$ cat src/rtl/pwm_pkg.sv
// PWM generator shared constants: default period, duty width, full scale,
// and the period-counter width helper.
package pwm_pkg;

  localparam int PERIOD_CYCLES = 50;
  localparam int DUTY_W        = 8;
  localparam int DUTY_MAX      = 100;

  localparam int CNT_W =
    (PERIOD_CYCLES > 1) ? $clog2(PERIOD_CYCLES) : 1;

  function automatic int cnt_width(input int cycles);
    return (cycles > 1) ? $clog2(cycles) : 1;
  endfunction

endpackage

$ cat src/rtl/pwm_period_counter.sv
// Wrapping period counter 0..CYCLES-1 with a period-start strobe.
// Ports: clk, rst_n, count_next (value after this edge), start (edge begins a period).
module pwm_period_counter
  import pwm_pkg::*;
#(
  parameter int CYCLES = PERIOD_CYCLES,
  parameter int WIDTH  = CNT_W
) (
  input  logic             clk,
  input  logic             rst_n,
  output logic [WIDTH-1:0] count_next,
  output logic             start
);

  localparam logic [WIDTH-1:0] LAST = WIDTH'(CYCLES - 1);

  logic [WIDTH-1:0] count;
  logic             run;

  // The first edge after reset release opens period 0, so the
  // duty present on that edge is the one that gets used.
  always_comb begin
    start      = !run || (count == LAST);
    count_next = start ? '0 : count + WIDTH'(1);
  end

  always_ff @(posedge clk or negedge rst_n) begin
    if (!rst_n) begin
      count <= '0;
      run   <= 1'b0;
    end else begin
      count <= count_next;
      run   <= 1'b1;
    end
  end

endmodule

$ cat src/rtl/pwm_generator.sv
// PWM generator: duty sampled at period start, saturated, scaled to high-time.
// Ports: clk, rst_n (async low), DUTY_CYCLE (percent), PWM_OUT (registered).
module pwm_generator
  import pwm_pkg::cnt_width;
#(
  parameter int PERIOD_CYCLES = pwm_pkg::PERIOD_CYCLES,
  parameter int DUTY_W        = pwm_pkg::DUTY_W,
  parameter int DUTY_MAX      = pwm_pkg::DUTY_MAX
) (
  input  logic              clk,
  input  logic              rst_n,
  input  logic [DUTY_W-1:0] DUTY_CYCLE,
  output logic              PWM_OUT
);

  localparam int CNT_W  = cnt_width(PERIOD_CYCLES);
  localparam int HIGH_W = CNT_W + 1;
  localparam int PROD_W = DUTY_W + CNT_W + 1;

  localparam logic [DUTY_W-1:0] DMAX = DUTY_W'(DUTY_MAX);

  logic [CNT_W-1:0]  count_next;
  logic              start;
  logic [DUTY_W-1:0] duty_reg;
  logic [DUTY_W-1:0] duty_sat;
  logic [DUTY_W-1:0] duty_next;
  logic [PROD_W-1:0] prod;
  logic [PROD_W-1:0] quot;
  logic [HIGH_W-1:0] high_next;
  logic              pwm_next;

  pwm_period_counter #(
    .CYCLES (PERIOD_CYCLES),
    .WIDTH  (CNT_W)
  ) u_cnt (
    .clk        (clk),
    .rst_n      (rst_n),
    .count_next (count_next),
    .start      (start)
  );

  // Output is computed from the post-edge counter and duty so the
  // registered waveform lines up with the period boundary: a full
  // duty never dips low at wrap and every period opens high.
  always_comb begin
    duty_sat  = (DUTY_CYCLE > DMAX) ? DMAX : DUTY_CYCLE;
    duty_next = start ? duty_sat : duty_reg;
    prod      = PROD_W'(duty_next) * PROD_W'(PERIOD_CYCLES);
    quot      = prod / PROD_W'(DUTY_MAX);
    high_next = HIGH_W'(quot);
    pwm_next  = {1'b0, count_next} < high_next;
  end

  always_ff @(posedge clk or negedge rst_n) begin
    if (!rst_n) begin
      duty_reg <= '0;
      PWM_OUT  <= 1'b0;
    end else begin
      duty_reg <= duty_next;
      PWM_OUT  <= pwm_next;
    end
  end

endmodule

$ cat config.mk
export PLATFORM = sky130hd
export DESIGN_NAME = pwm_generator
export DESIGN_NICKNAME = d
export VERILOG_FILES = /design/src/rtl/pwm_pkg.sv /design/src/rtl/pwm_period_counter.sv /design/src/rtl/pwm_generator.sv
export SDC_FILE = /design/constraint.sdc
export NUM_CORES = 1
export LEC_CHECK = 0
export BUFFER_PORTS_ARGS = -buffer_cell sky130_fd_sc_hd__buf_4
export CORE_MARGIN = 2
export CORE_UTILIZATION = 25
export DETAILED_ROUTE_END_ITERATION = 10
export RECOVER_POWER = 100
export SETUP_SLACK_MARGIN = 0.05
export SLEW_MARGIN = 0
export SYNTH_ARGS = -nofsm -noshare
export SYNTH_HDL_FRONTEND = slang
export SYNTH_SLANG_ARGS = --single-unit
$ cat constraint.sdc
create_clock -name clk -period 30.3 [get_ports clk]
set_input_delay 6.06 -clock clk [delete_from_list [all_inputs] [get_ports clk]]
set_output_delay 6.06 -clock clk [all_outputs]
set_load 0.03 [all_outputs]
# After elaboration in Yosys (flattened, before gate mapping)
# Cells that the tools add are included.
# W data, S select, Z words.
[totals]
reg_bits = 16
in_bits = 10
output_inout_bits = 1
[classes]
add_sub_neg = 1
mul = 1
n_div = 1
order_cmp = 2
n_eq_ne = 1
n_mux = 3
reduce_logical = 2
[op_table]
columns = ["op", "n"]
rows = [
  ["$mux W8", 2],
  ["$div A14 B7 Y15 const B", 1],
  ["$mul A8 B5 Y13 const B", 1],
  ["$gt A8 B7 Y1 const B", 1],
  ["$lt A6 B7 Y1", 1],
  ["$add A6 B1 Y6 const B", 1],
  ["$eq A6 B6 Y1 const B", 1],
  ["$mux W6", 1],
  ["$logic_not A1 Y1", 1],
  ["$logic_or A1 B1 Y1", 1],
]

# Longest topological paths before layout
# Gate-level depths: netlist (run 1).
[logic_depth]
ltp_word = 6
ltp_mapped = 49
depth_no_buf = 46

# By module
# A second synthesis (run 1) with hierarchy kept.
[unflattened]
hier_cells = 582
hier_area_um2 = 4499.3
[by_module_without_submodules]
columns = ["module", "n_inst", "cells_per_inst", "area_each_um2", "seq_area_each_um2"]
rows = [
  ["pwm_generator", 1, 555, 4179.0, 225.2],
  ["pwm_period_counter", 1, 27, 320.3, 175.2],
]

# Worst setup path before layout (run 1)
# OpenSTA, ideal clock, no wires.
[synth_path]
path_kind = "input -> register"
startpoint = "in DUTY_CYCLE[4]"
endpoint = "reg PWM_OUT"
arrival_ps = 14931
t_required_ps = 30214
setup_slack_ps = 15283
path_stages = 44
path_buffers = 2
path_cell_list = "o211ai_1 > nand2_1 > mux2i_2 > clkinv_1 > ha_1 > ha_1 > inv_1 > fa_1 > inv_1 > ha_1 > buf_2 > and2_4 > a221oi_4 > a21o_1 > nand3_4 > nor3_2 > mux2i_1 > a211oi_2 > (+8 left out) > a21o_1 > or4_1 > a21oi_2 > o22ai_2 > nand2_2 > inv_2 > a211o_1 > nor2_1 > nor2_1 > nor2_1 > ha_1 > a21o_1 > a21o_1 > a21oi_1 > nor2b_1 > o21ai_0 > nand2b_1 > a32oi_1"
[synth_via]
elab_chain_len = 6
[synth_lines]
columns = ["item", "line_no", "source"]
rows = [
  ["from (decl)", "pwm_generator.sv:12", "input logic [DUTY_W-1:0] DUTY_CYCLE,"],
  ["$gt A8 B7 Y1", "pwm_generator.sv:46", "duty_sat = (DUTY_CYCLE > DMAX) ? DMAX : DUTY_CYCLE;"],
  ["$mux W8", "pwm_generator.sv:46", ""],
  ["$mux W8", "pwm_generator.sv:47", "duty_next = start ? duty_sat : duty_reg;"],
  ["via duty_next[2]", "pwm_generator.sv:26", "logic [DUTY_W-1:0] duty_next;"],
  ["$mul A8 B5 Y13", "pwm_generator.sv:48", "prod = PROD_W'(duty_next) * PROD_W'(PERIOD_CYCLES);"],
  ["$div A14 B7 Y15", "pwm_generator.sv:49", "quot = prod / PROD_W'(DUTY_MAX);"],
  ["$lt A6 B7 Y1", "pwm_generator.sv:51", "pwm_next = {1'b0, count_next} < high_next;"],
  ["via pwm_next", "pwm_generator.sv:30", "logic pwm_next;"],
  ["to (signal assigned)", "pwm_generator.sv:60", "PWM_OUT <= pwm_next;"],
  ["to (decl)", "pwm_generator.sv:13", "output logic PWM_OUT"],
]
# The timed path passes the listed nets, and every way through them passes these cells.

# Final worst setup path (run 1)
# Ends and elaborated chain as after synthesis.

==> flow_metrics.env, run 1 <==
export IMPL_maxSlewHeadroom=0.155
export IMPL_avgSynthCellArea_um2=7.76
export IMPL_cp_slowest_cell="mux2i_1"
export IMPL_status="finished, final reports clean"
export IMPL_cts_sinks=16
export IMPL_drt_pass1_iterations=5
export IMPL_max_cap_violations=0
export IMPL_grt_pass1_wl_mm=20.9
export IMPL_grt_max_degree=17
export IMPL_largest_reg_flops=8
export IMPL_cts_inserted_buffers=3
export IMPL_worst_hold_slack_ns=0.524
export IMPL_rsz0062_at_grt="no"
export IMPL_layout_drive_gt1_share=0.128
export IMPL_crit_type="primary input to flip-flop"
export IMPL_h_tree_depth=1
export IMPL_finalNetCount=645
export IMPL_worstReg2RegStart="u_cnt.count[1]$_DFF_PN0_"
export IMPL_hold_start="u_cnt.count[0]$_DFF_PN0_"
export IMPL_dpl_hpwl_mm=9.99
export IMPL_clk_pin_slew_ns=0.05
export IMPL_setup_violations=0
export IMPL_worstHoldPathType="flip-flop to flip-flop"
export IMPL_synth_yosys_warnings=0
export IMPL_crit_buf_inv=6
export IMPL_slew_violations=0
export IMPL_end_kind="flip-flop"
export IMPL_fin_crit_sh=0.586
export IMPL_portBuffers=10
export IMPL_root_buffer="clkbuf_16"
export IMPL_cp_startpoint="DUTY_CYCLE[4]"
export IMPL_worstPathArrival_ns=17.93
export IMPL_async_flop_share=1.00
export IMPL_ctsHoldBuffers=0
export IMPL_grt_overflow=0
export IMPL_layout_setup_ws_ns=12.53
export IMPL_synth_ff_type="dfrtp_1"
export IMPL_netlist_instances=595
export IMPL_synth_fp_nets=647
export IMPL_path_delay_family="compound AO/OA/AOI/OAI gates"
export IMPL_fp_coreArea_mm2=0.0180
export IMPL_fmax_ghz=0.0563
export IMPL_required_ns=30.46
export IMPL_synth_area_leaders="ha_1, dfrtp_1, xnor2_1"
export IMPL_diodes=0
export IMPL_synth_edf_count=0
export IMPL_rows=49
export IMPL_grt_pass1_vias=4308
export IMPL_yosysSeqAreaShare=0.0867
export IMPL_fin_skew_ns=0.00316
export IMPL_place_congestion=0.878
export IMPL_ctsResizeCount=0
export IMPL_ys_types=105
export IMPL_synth_top_cell_area_share=0.106
export IMPL_vias_per_cell=5.53
export IMPL_critPathMaxStageDelay_ns=0.94
export IMPL_period_minus_slack_ns=17.77
export IMPL_initial_utilization=0.256
export IMPL_drtIter0Drc=355
export IMPL_die_w_um=140
export IMPL_cp_common_cell="ha_1"
export IMPL_routed_wl_mm=12.4
export IMPL_cts_tree="yes"
export IMPL_cp_max_fo=11
export IMPL_die_y_um=140
export IMPL_postRouteAntennaNets=0
export IMPL_worst_pin_slew_ns=1.26
export IMPL_io_pins=11
export IMPL_hold_viol_final=0
export IMPL_insertion_delay_ns=0.25
export IMPL_die_area_mm2=0.0196
export IMPL_wl_per_cell_um=15.1
export IMPL_syn_to_final_growth_pct=6.88
export IMPL_antenna_found_initial=0
export IMPL_route_detailed_drc=0
export IMPL_pre_cts_ws_ns=13.21
export IMPL_syn_cell_area_mm2=0.00462
export IMPL_track_usage=0.124
export IMPL_synth_seq_cells=16
export IMPL_start_kind="primary input"
export IMPL_tns_ns=0
export IMPL_postCtsSetupRepairBufs=0
export IMPL_rrSetupSlack_ns=16.86
export IMPL_yosysTopAreaCell="ha_1"
export IMPL_dr_total_vias=4540
export IMPL_cts_max_path_buffers=2
-- cell usage in the layout (no fill, tap or decap), types with 4 or more instances in the layout --
cell type,instances
or2_2,7
nand2_1,47
buf_4,7
a211oi_1,8
inv_1,18
nor2_2,4
nand3_1,22
mux2i_1,8
a21oi_1,25
clkbuf_1,4
o21ai_1,6
a22o_1,5
and3_1,4
dfrtp_1,16
o31ai_1,5
and2_1,8
ha_1,39
a21oi_2,4
nor4_1,8
or3_1,7
nor2b_1,8
nor3_1,14
xor2_1,13
o211ai_1,14
nor2_1,59
a211oi_2,4
o22ai_1,4
a21o_1,10
o211a_1,5
o31a_1,4
nand4_1,11
xnor2_1,32
or2_1,4
nand2b_1,12
o21a_1,8
a31oi_1,11
o21ai_0,25
-- area by class of cell --
type | count | area (µm²)
multi-input cells | 539 | 4010
well taps | 229 | 287
flip-flops and latches | 16 | 400
repair buffers | 11 | 67.6
fillers | 1951 | 13100
inverters | 22 | 82.6
clock buffers | 4 | 88.8
-- synthesized netlist by cell type, types with 10 or more instances --
cell type / count
a21oi_1: 25
a21o_1: 10
nand2_1: 47
nand2b_1: 12
o211ai_1: 14
nand3_1: 22
inv_1: 18
o21ai_0: 25
nor3_1: 14
xnor2_1: 32
nand4_1: 11
dfrtp_1: 16
ha_1: 39
xor2_1: 13
nor2_1: 59
a31oi_1: 11
-- routing by layer --
| layer | global-route usage | up-vias | part of all wire |
|---|---|---|---|
| met5 | 0 | - | 0 |
| met4 | 0.0242 | 0 | 0.016 |
| met3 | 0.0106 | 21 | 0.036 |
| met2 | 0.201 | 115 | 0.44 |
| met1 | 0.179 | 2137 | 0.51 |
| li1 | - | 2267 | - |
-- worst paths after layout --
path	depth (start not counted)	to
max	43	PWM_OUT$_DFF_PN0_
min	1	u_cnt.count[0]$_DFF_PN0_
max reg2reg	44	PWM_OUT$_DFF_PN0_
min reg2reg	1	u_cnt.count[0]$_DFF_PN0_
max in group asynchronous	1	duty_reg[0]$_DFF_PN0_
min in group asynchronous	1	duty_reg[5]$_DFF_PN0_
-- logic make-up (layout without fill, tap and decap cells) --
logic type	after synthesis	in the layout	synth area share
AO/OA/AOI/OAI	194	194	0.342
XOR/XNOR	47	47	0.0948
adder cells (fa/ha/maj)	42	42	0.119
buffers and inverters	40	37	0.0401
flip-flops	16	16	0.0867
multiplexers	12	12	0.0295
other	1	1	0.000812
AND/OR/NAND/NOR	243	243	0.287
-- metrics by stage --
step / utilization / cell area, µm² / instances
3_5_place_dp: 0.271 / 4880 / 817
5_1_grt: 0.274 / 4940 / 821
6_report: 0.274 / 4940 / 821
4_1_cts: 0.276 / 4970 / 821
2_1_floorplan: - / 4620 / 595
3_3_place_gp: 0.271 / 4880 / 817
Power of run 1 is left out: the tool's default activity adds up to more than one toggle a clock period on the data nets, which glitch-free logic cannot reach.
==> run 2, diff against run 1 <==
--- a/config.mk
+++ b/config.mk
@@ -5,6 +5,7 @@
 export SDC_FILE = /design/constraint.sdc
 export NUM_CORES = 1
 export LEC_CHECK = 0
+export ABC_AREA = 1
 export BUFFER_PORTS_ARGS = -buffer_cell sky130_fd_sc_hd__buf_4
 export CORE_MARGIN = 2
 export CORE_UTILIZATION = 25
==> constraint.sdc (replaced) <==
create_clock -name clk -period 18.5 [get_ports clk]
set_input_delay 3.7 -clock clk [delete_from_list [all_inputs] [get_ports clk]]
set_output_delay 3.7 -clock clk [all_outputs]
set_load 0.03 [all_outputs]
==> run 2 against run 1 <==
Via count is 18% lower. Sequential share of layout area is 1.3 points higher. Routed wire length is 31% lower. Worst hold slack worse by 0.0034 ns. Final cell count is 3.2% higher. Critical endpoint unchanged. Global-route usage is 1.6 points lower. Flip-flop and latch count stayed put. Synthesized cell count is 9.1% higher. Clock skew hardly changed. Design area is 14% lower. Count of clock-buffer cells in the layout stayed put. Die area is 15% lower.
==> flow_metrics.env, run 2 <==
export IMPL_required_ns=18.67
export IMPL_pre_cts_ws_ns=6.46
export IMPL_cts_sinks=16
export IMPL_drtIter0Drc=161
export IMPL_yosysSeqAreaShare=0.103
export IMPL_cts_inserted_buffers=3
export IMPL_die_area_mm2=0.0166
export IMPL_dp_cells=843
export IMPL_ctsHoldBuffers=0
export IMPL_rrSetupSlack_ns=9.24
export IMPL_crit_buf_inv=6
export IMPL_synth_yosys_warnings=0
export IMPL_yosys_top_cells_count="nand2_1, inv_1, nand3_1"
export IMPL_reg2regPathDepth=58
export IMPL_syn_to_final_growth_pct=8.63
export IMPL_drt_pass1_iterations=6
export IMPL_dpl_hpwl_mm=7.34
export IMPL_layout_drive_gt1_share=0.156
export IMPL_hold_viol_final=0
export IMPL_crit_path_end="PWM_OUT$_DFF_PN0_"
export IMPL_clk_pin_slew_ns=0.05
export IMPL_insertion_delay_ns=0.24
export IMPL_netlist_instances=649
export IMPL_die_w_um=129
export IMPL_async_flop_share=1.00
export IMPL_postCtsSetupRepairBufs=0
export IMPL_max_cap_violations=0
export IMPL_synth_edf_count=0
export IMPL_grt_overflow=0
export IMPL_worst_pin_slew_ns=0.865
export IMPL_worstPathArrival_ns=12.35
export IMPL_dr_total_vias=3723
export IMPL_place_congestion=0.871
export IMPL_start_kind="primary input"
export IMPL_syn_cell_area_mm2=0.00390
export IMPL_final_common_cell="nand2_1"
export IMPL_worstHoldPathType="flip-flop to flip-flop"
export IMPL_status="finished, final reports clean"
export IMPL_synthMostInstantiatedCell="nand2_1"
export IMPL_maxSlewHeadroom=0.424
export IMPL_synth_fp_nets=701
export IMPL_tns_ns=0
export IMPL_cts_tree="yes"
export IMPL_track_usage=0.107
export IMPL_fmax_ghz=0.0821
export IMPL_fin_cells=847
export IMPL_end_kind="flip-flop"
export IMPL_synth_seq_cells=16
export IMPL_route_detailed_drc=0
export IMPL_layout_setup_ws_ns=6.32
export IMPL_wl_per_cell_um=10.1
export IMPL_period_minus_slack_ns=12.18
export IMPL_ctsResizeCount=0
export IMPL_diodes=0
export IMPL_portBuffers=10
export IMPL_rows=45
export IMPL_root_buffer="clkbuf_16"
export IMPL_fin_skew_ns=0.00341
export IMPL_io_pins=11
export IMPL_worstSetupPathDepth=59
export IMPL_antenna_found_initial=0
export IMPL_dpl_cell_area_mm2=0.00417
export IMPL_cp_slowest_cell="fa_1"
export IMPL_avgSynthCellArea_um2=6.01
export IMPL_mostFrequentLayoutCells="nand2_1, inv_1, nand3_1"
export IMPL_synth_area_leaders="nand2_1, ha_1, dfrtp_1"
export IMPL_cp_max_fo=11
export IMPL_largest_reg_flops=8
export IMPL_die_y_um=129
export IMPL_grt_pass1_wl_mm=15.2
export IMPL_cp_common_cell="nand2_1"
export IMPL_h_tree_depth=1
export IMPL_grt_max_degree=17
export IMPL_worstReg2RegStart="u_cnt.count[0]$_DFF_PN0_"
export IMPL_fin_crit_sh=0.658
export IMPL_postRouteAntennaNets=0
export IMPL_critPathMaxStageDelay_ns=0.46
export IMPL_cp_startpoint="DUTY_CYCLE[1]"
export IMPL_slew_violations=0
export IMPL_ys_types=43
export IMPL_final_area_mm2=0.00424
export IMPL_synth_ff_type="dfrtp_1"
export IMPL_routed_wl_mm=8.54
export IMPL_fp_coreArea_mm2=0.0152
export IMPL_grt_pass1_vias=3406
export IMPL_yosysTopAreaCell="nand2_1"
export IMPL_crit_type="primary input to flip-flop"
export IMPL_path_delay_family="simple AND/OR/NAND/NOR gates"
export IMPL_cts_max_path_buffers=2
export IMPL_rsz0062_at_grt="no"
export IMPL_setup_violations=0
export IMPL_synth_top_cell_area_share=0.198
export IMPL_finalNetCount=712
export IMPL_vias_per_cell=4.40
export IMPL_timing_rr_end="PWM_OUT$_DFF_PN0_"
export IMPL_initial_utilization=0.256
## run 2: metrics by stage
| stage | hold slack, ns | util |
|---|---|---|
| after floorplan | 0.475 | - |
| final | 0.521 | 0.279 |
| after CTS | 0.533 | 0.280 |
| after detailed placement | 0.520 | 0.274 |
| after global routing | 0.552 | 0.279 |
| after global placement | 0.522 | 0.274 |
## run 2: cell type report
cell class	instances	area, µm²
Tap cell	188	235
Sequential cell	16	400
Multi-Input combinational cell	522	3040
Fill cell	1692	11000
Timing Repair Buffer	10	63.8
Inverter	107	404
Clock buffer	4	88.8
## run 2: how the worst min path moves through the flow
stage,end,slack (ns),startpoint,cells past startpoint
floorplan,u_cnt.count[0]$_DFF_PN0_,0.48,u_cnt.count[0]$_DFF_PN0_,1
global placement,u_cnt.count[0]$_DFF_PN0_,0.52,u_cnt.count[0]$_DFF_PN0_,1
detailed placement,u_cnt.count[0]$_DFF_PN0_,0.52,u_cnt.count[0]$_DFF_PN0_,1
CTS,u_cnt.count[0]$_DFF_PN0_,0.53,u_cnt.count[0]$_DFF_PN0_,1
global route,u_cnt.count[0]$_DFF_PN0_,0.55,u_cnt.count[0]$_DFF_PN0_,1
finish,u_cnt.count[0]$_DFF_PN0_,0.52,u_cnt.count[0]$_DFF_PN0_,1
## run 2: cell families (layout without fill, tap and decap cells)
group	Yosys count	count (layout)	synth area share
and+or+nand+nor	405	405	0.502
adders and majority gates	42	42	0.141
other	1	1	0.000962
DFF	16	16	0.103
AOI/OAI and AO/OA	50	50	0.0844
buffers and inverters	111	121	0.113
xor gates and xnor gates	24	24	0.0558
## run 2: metal layers
metal	share of wire	vias up	track usage
met5	0	-	0
met2	0.47	34	0.194
met1	0.51	1618	0.145
met4	0.0014	0	0.00512
li1	-	2069	-
met3	0.014	2	0.00915
## run 2: worst reg2reg max path: cells and delay by family (launching register included)
family	cells	cell delay, ns
adders and majority gates	6	1.94
and+or+nand+nor	43	5.51
DFF	1	0.41
buffers and inverters	5	0.46
AOI/OAI and AO/OA	4	0.86
Power of run 2 is left out for the same reason.
==> run 3, diff against run 2 <==
==> constraint.sdc (replaced) <==
create_clock -name clk -period 9.9 [get_ports clk]
set_input_delay 1.98 -clock clk [delete_from_list [all_inputs] [get_ports clk]]
set_output_delay 1.98 -clock clk [all_outputs]
set_load 0.03 [all_outputs]
==> run 3 against run 2 <==
First-iteration DRC count increased by 16%. Critical endpoint unchanged. Utilization increased by 6.2 points. Global-route usage increased by 0.69 points. Clock skew decreased by 0.0025 ns. Worst setup slack got worse by 5.8 ns. Count of clock-buffer cells in the layout unchanged. Flip-flop and latch count unchanged. Highest routed layer unchanged.
==> flow_metrics.env, run 3 (same netlist as run 2, synthesis figures left out) <==
export IMPL_dr_total_vias=4066
export IMPL_grt_overflow=0
export IMPL_ctsHoldBuffers=0
export IMPL_wl_per_cell_um=11.1
export IMPL_period_minus_slack_ns=9.36
export IMPL_place_congestion=0.835
export IMPL_layout_drive_gt1_share=0.314
export IMPL_cts_sinks=16
export IMPL_io_pins=11
export IMPL_start_kind="primary input"
export IMPL_slew_violations=0
export IMPL_fin_cells=904
export IMPL_timing_rr_end="PWM_OUT$_DFF_PN0_"
export IMPL_routed_wl_mm=10.0
export IMPL_mostFrequentLayoutCells="nand2_1, inv_1, nand3_1"
export IMPL_worstPathArrival_ns=9.53
export IMPL_postRouteAntennaNets=0
export IMPL_maxSlewHeadroom=0.438
export IMPL_cts_tree="yes"
export IMPL_vias_per_cell=4.50
export IMPL_cts_inserted_buffers=3
export IMPL_cp_common_cell="nand2_4"
export IMPL_end_kind="flip-flop"
export IMPL_drtIter0Drc=187
export IMPL_worst_pin_slew_ns=0.842
export IMPL_status="finished, final reports clean"
export IMPL_h_tree_depth=1
export IMPL_track_usage=0.114
export IMPL_grt_max_degree=17
export IMPL_critPathMaxStageDelay_ns=0.49
export IMPL_initial_utilization=0.256
export IMPL_finalNetCount=769
export IMPL_cts_max_path_buffers=2
export IMPL_hold_viol_final=0
export IMPL_hold_depth=1
export IMPL_max_cap_violations=0
export IMPL_holdPathEnd="u_cnt.count[0]$_DFF_PN0_"
export IMPL_cp_max_fo=8
export IMPL_dpl_hpwl_mm=7.69
export IMPL_antenna_found_initial=0
export IMPL_fin_skew_ns=0.000930
export IMPL_root_buffer="clkbuf_16"
export IMPL_final_common_cell="nand2_1"
export IMPL_cp_slowest_cell="fa_1"
export IMPL_die_y_um=129
export IMPL_worstReg2RegStart="u_cnt.count[1]$_DFF_PN0_"
export IMPL_highest_layer="met4"
export IMPL_fmax_ghz=0.107
export IMPL_grt_pass1_wl_mm=16.2
export IMPL_rows=45
export IMPL_setup_violations=0
export IMPL_grt_pass1_vias=3701
export IMPL_dp_cells=868
export IMPL_hold_start="u_cnt.count[0]$_DFF_PN0_"
export IMPL_worstHoldPathType="flip-flop to flip-flop"
export IMPL_worst_hold_slack_ns=0.518
export IMPL_met1_length_mm=4.67
export IMPL_reg2regPathDepth=61
export IMPL_finalCoreUtilization=0.341
export IMPL_rrSetupSlack_ns=1.47
export IMPL_required_ns=10.07
export IMPL_tns_ns=0
export IMPL_fp_coreArea_mm2=0.0152
export IMPL_syn_to_final_growth_pct=32.8
export IMPL_diodes=0
export IMPL_clk_pin_slew_ns=0.05
export IMPL_crit_type="primary input to flip-flop"
export IMPL_portBuffers=10
export IMPL_insertion_delay_ns=0.24
export IMPL_die_w_um=129
export IMPL_dr_wl_met3_um=120
export IMPL_route_detailed_drc=0
export IMPL_die_area_mm2=0.0166
export IMPL_wl_met2_mm=5.19
export IMPL_largest_reg_flops=8
export IMPL_drt_pass1_iterations=4
export IMPL_fin_crit_sh=0.946
[run 3: cell count changes in the layout (fill, tap and decap cells not counted), sizes merged]
cell	change
nand2	+2
clkbuf	+1
buf	+52
nand3	+2
[run 3: final cells by class]
class,count,area (µm²)
Fill cell,1627,10000
Multi-Input combinational cell,526,3550
Timing Repair Buffer,63,490
Inverter,107,412
Sequential cell,16,400
Tap cell,188,235
Clock buffer,4,88.8
[run 3: worst max-delay path by stage]
stage	to	cells after the start	startpoint	slack (ns)
floorplan	PWM_OUT$_DFF_PN0_	65	DUTY_CYCLE[1]	0.82
global placement	PWM_OUT$_DFF_PN0_	65	DUTY_CYCLE[1]	-0.12
detailed placement	PWM_OUT$_DFF_PN0_	61	DUTY_CYCLE[1]	-0.16
CTS	PWM_OUT$_DFF_PN0_	61	DUTY_CYCLE[1]	0.08
global route	PWM_OUT$_DFF_PN0_	66	DUTY_CYCLE[1]	-0.08
finish	PWM_OUT$_DFF_PN0_	61	DUTY_CYCLE[1]	0.54
[run 3: repair_timing]
item	in CTS	in global routing
gates resized for setup	0	106
setup buffers	0	28
endpoints found under the setup margin	0	1
[run 3: critical path: cells and delay by family]
family                     cells  cell delay (ns)
AOI/OAI and AO/OA              8             1.50
adders and majority gates      5             1.47
xor gates and xnor gates       1             0.19
buffers and inverters         12             0.93
and+or+nand+nor               35             3.46
[run 3: through the flow]
stage	cell area, µm²	worst slack [ns]
finish	5180	0.538
global route	5180	-0.0811
CTS	4450	0.0761
detailed placement	4360	-0.156
global placement	4360	-0.123
floorplan	3900	0.822
[run 3: layer usage]
layer | up-vias | GRT usage
met5 | - | 0
met4 | 0 | 0.00703
met3 | 6 | 0.00873
met2 | 38 | 0.212
met1 | 1834 | 0.150
li1 | 2188 | -
Power of run 3 is left out for the same reason.
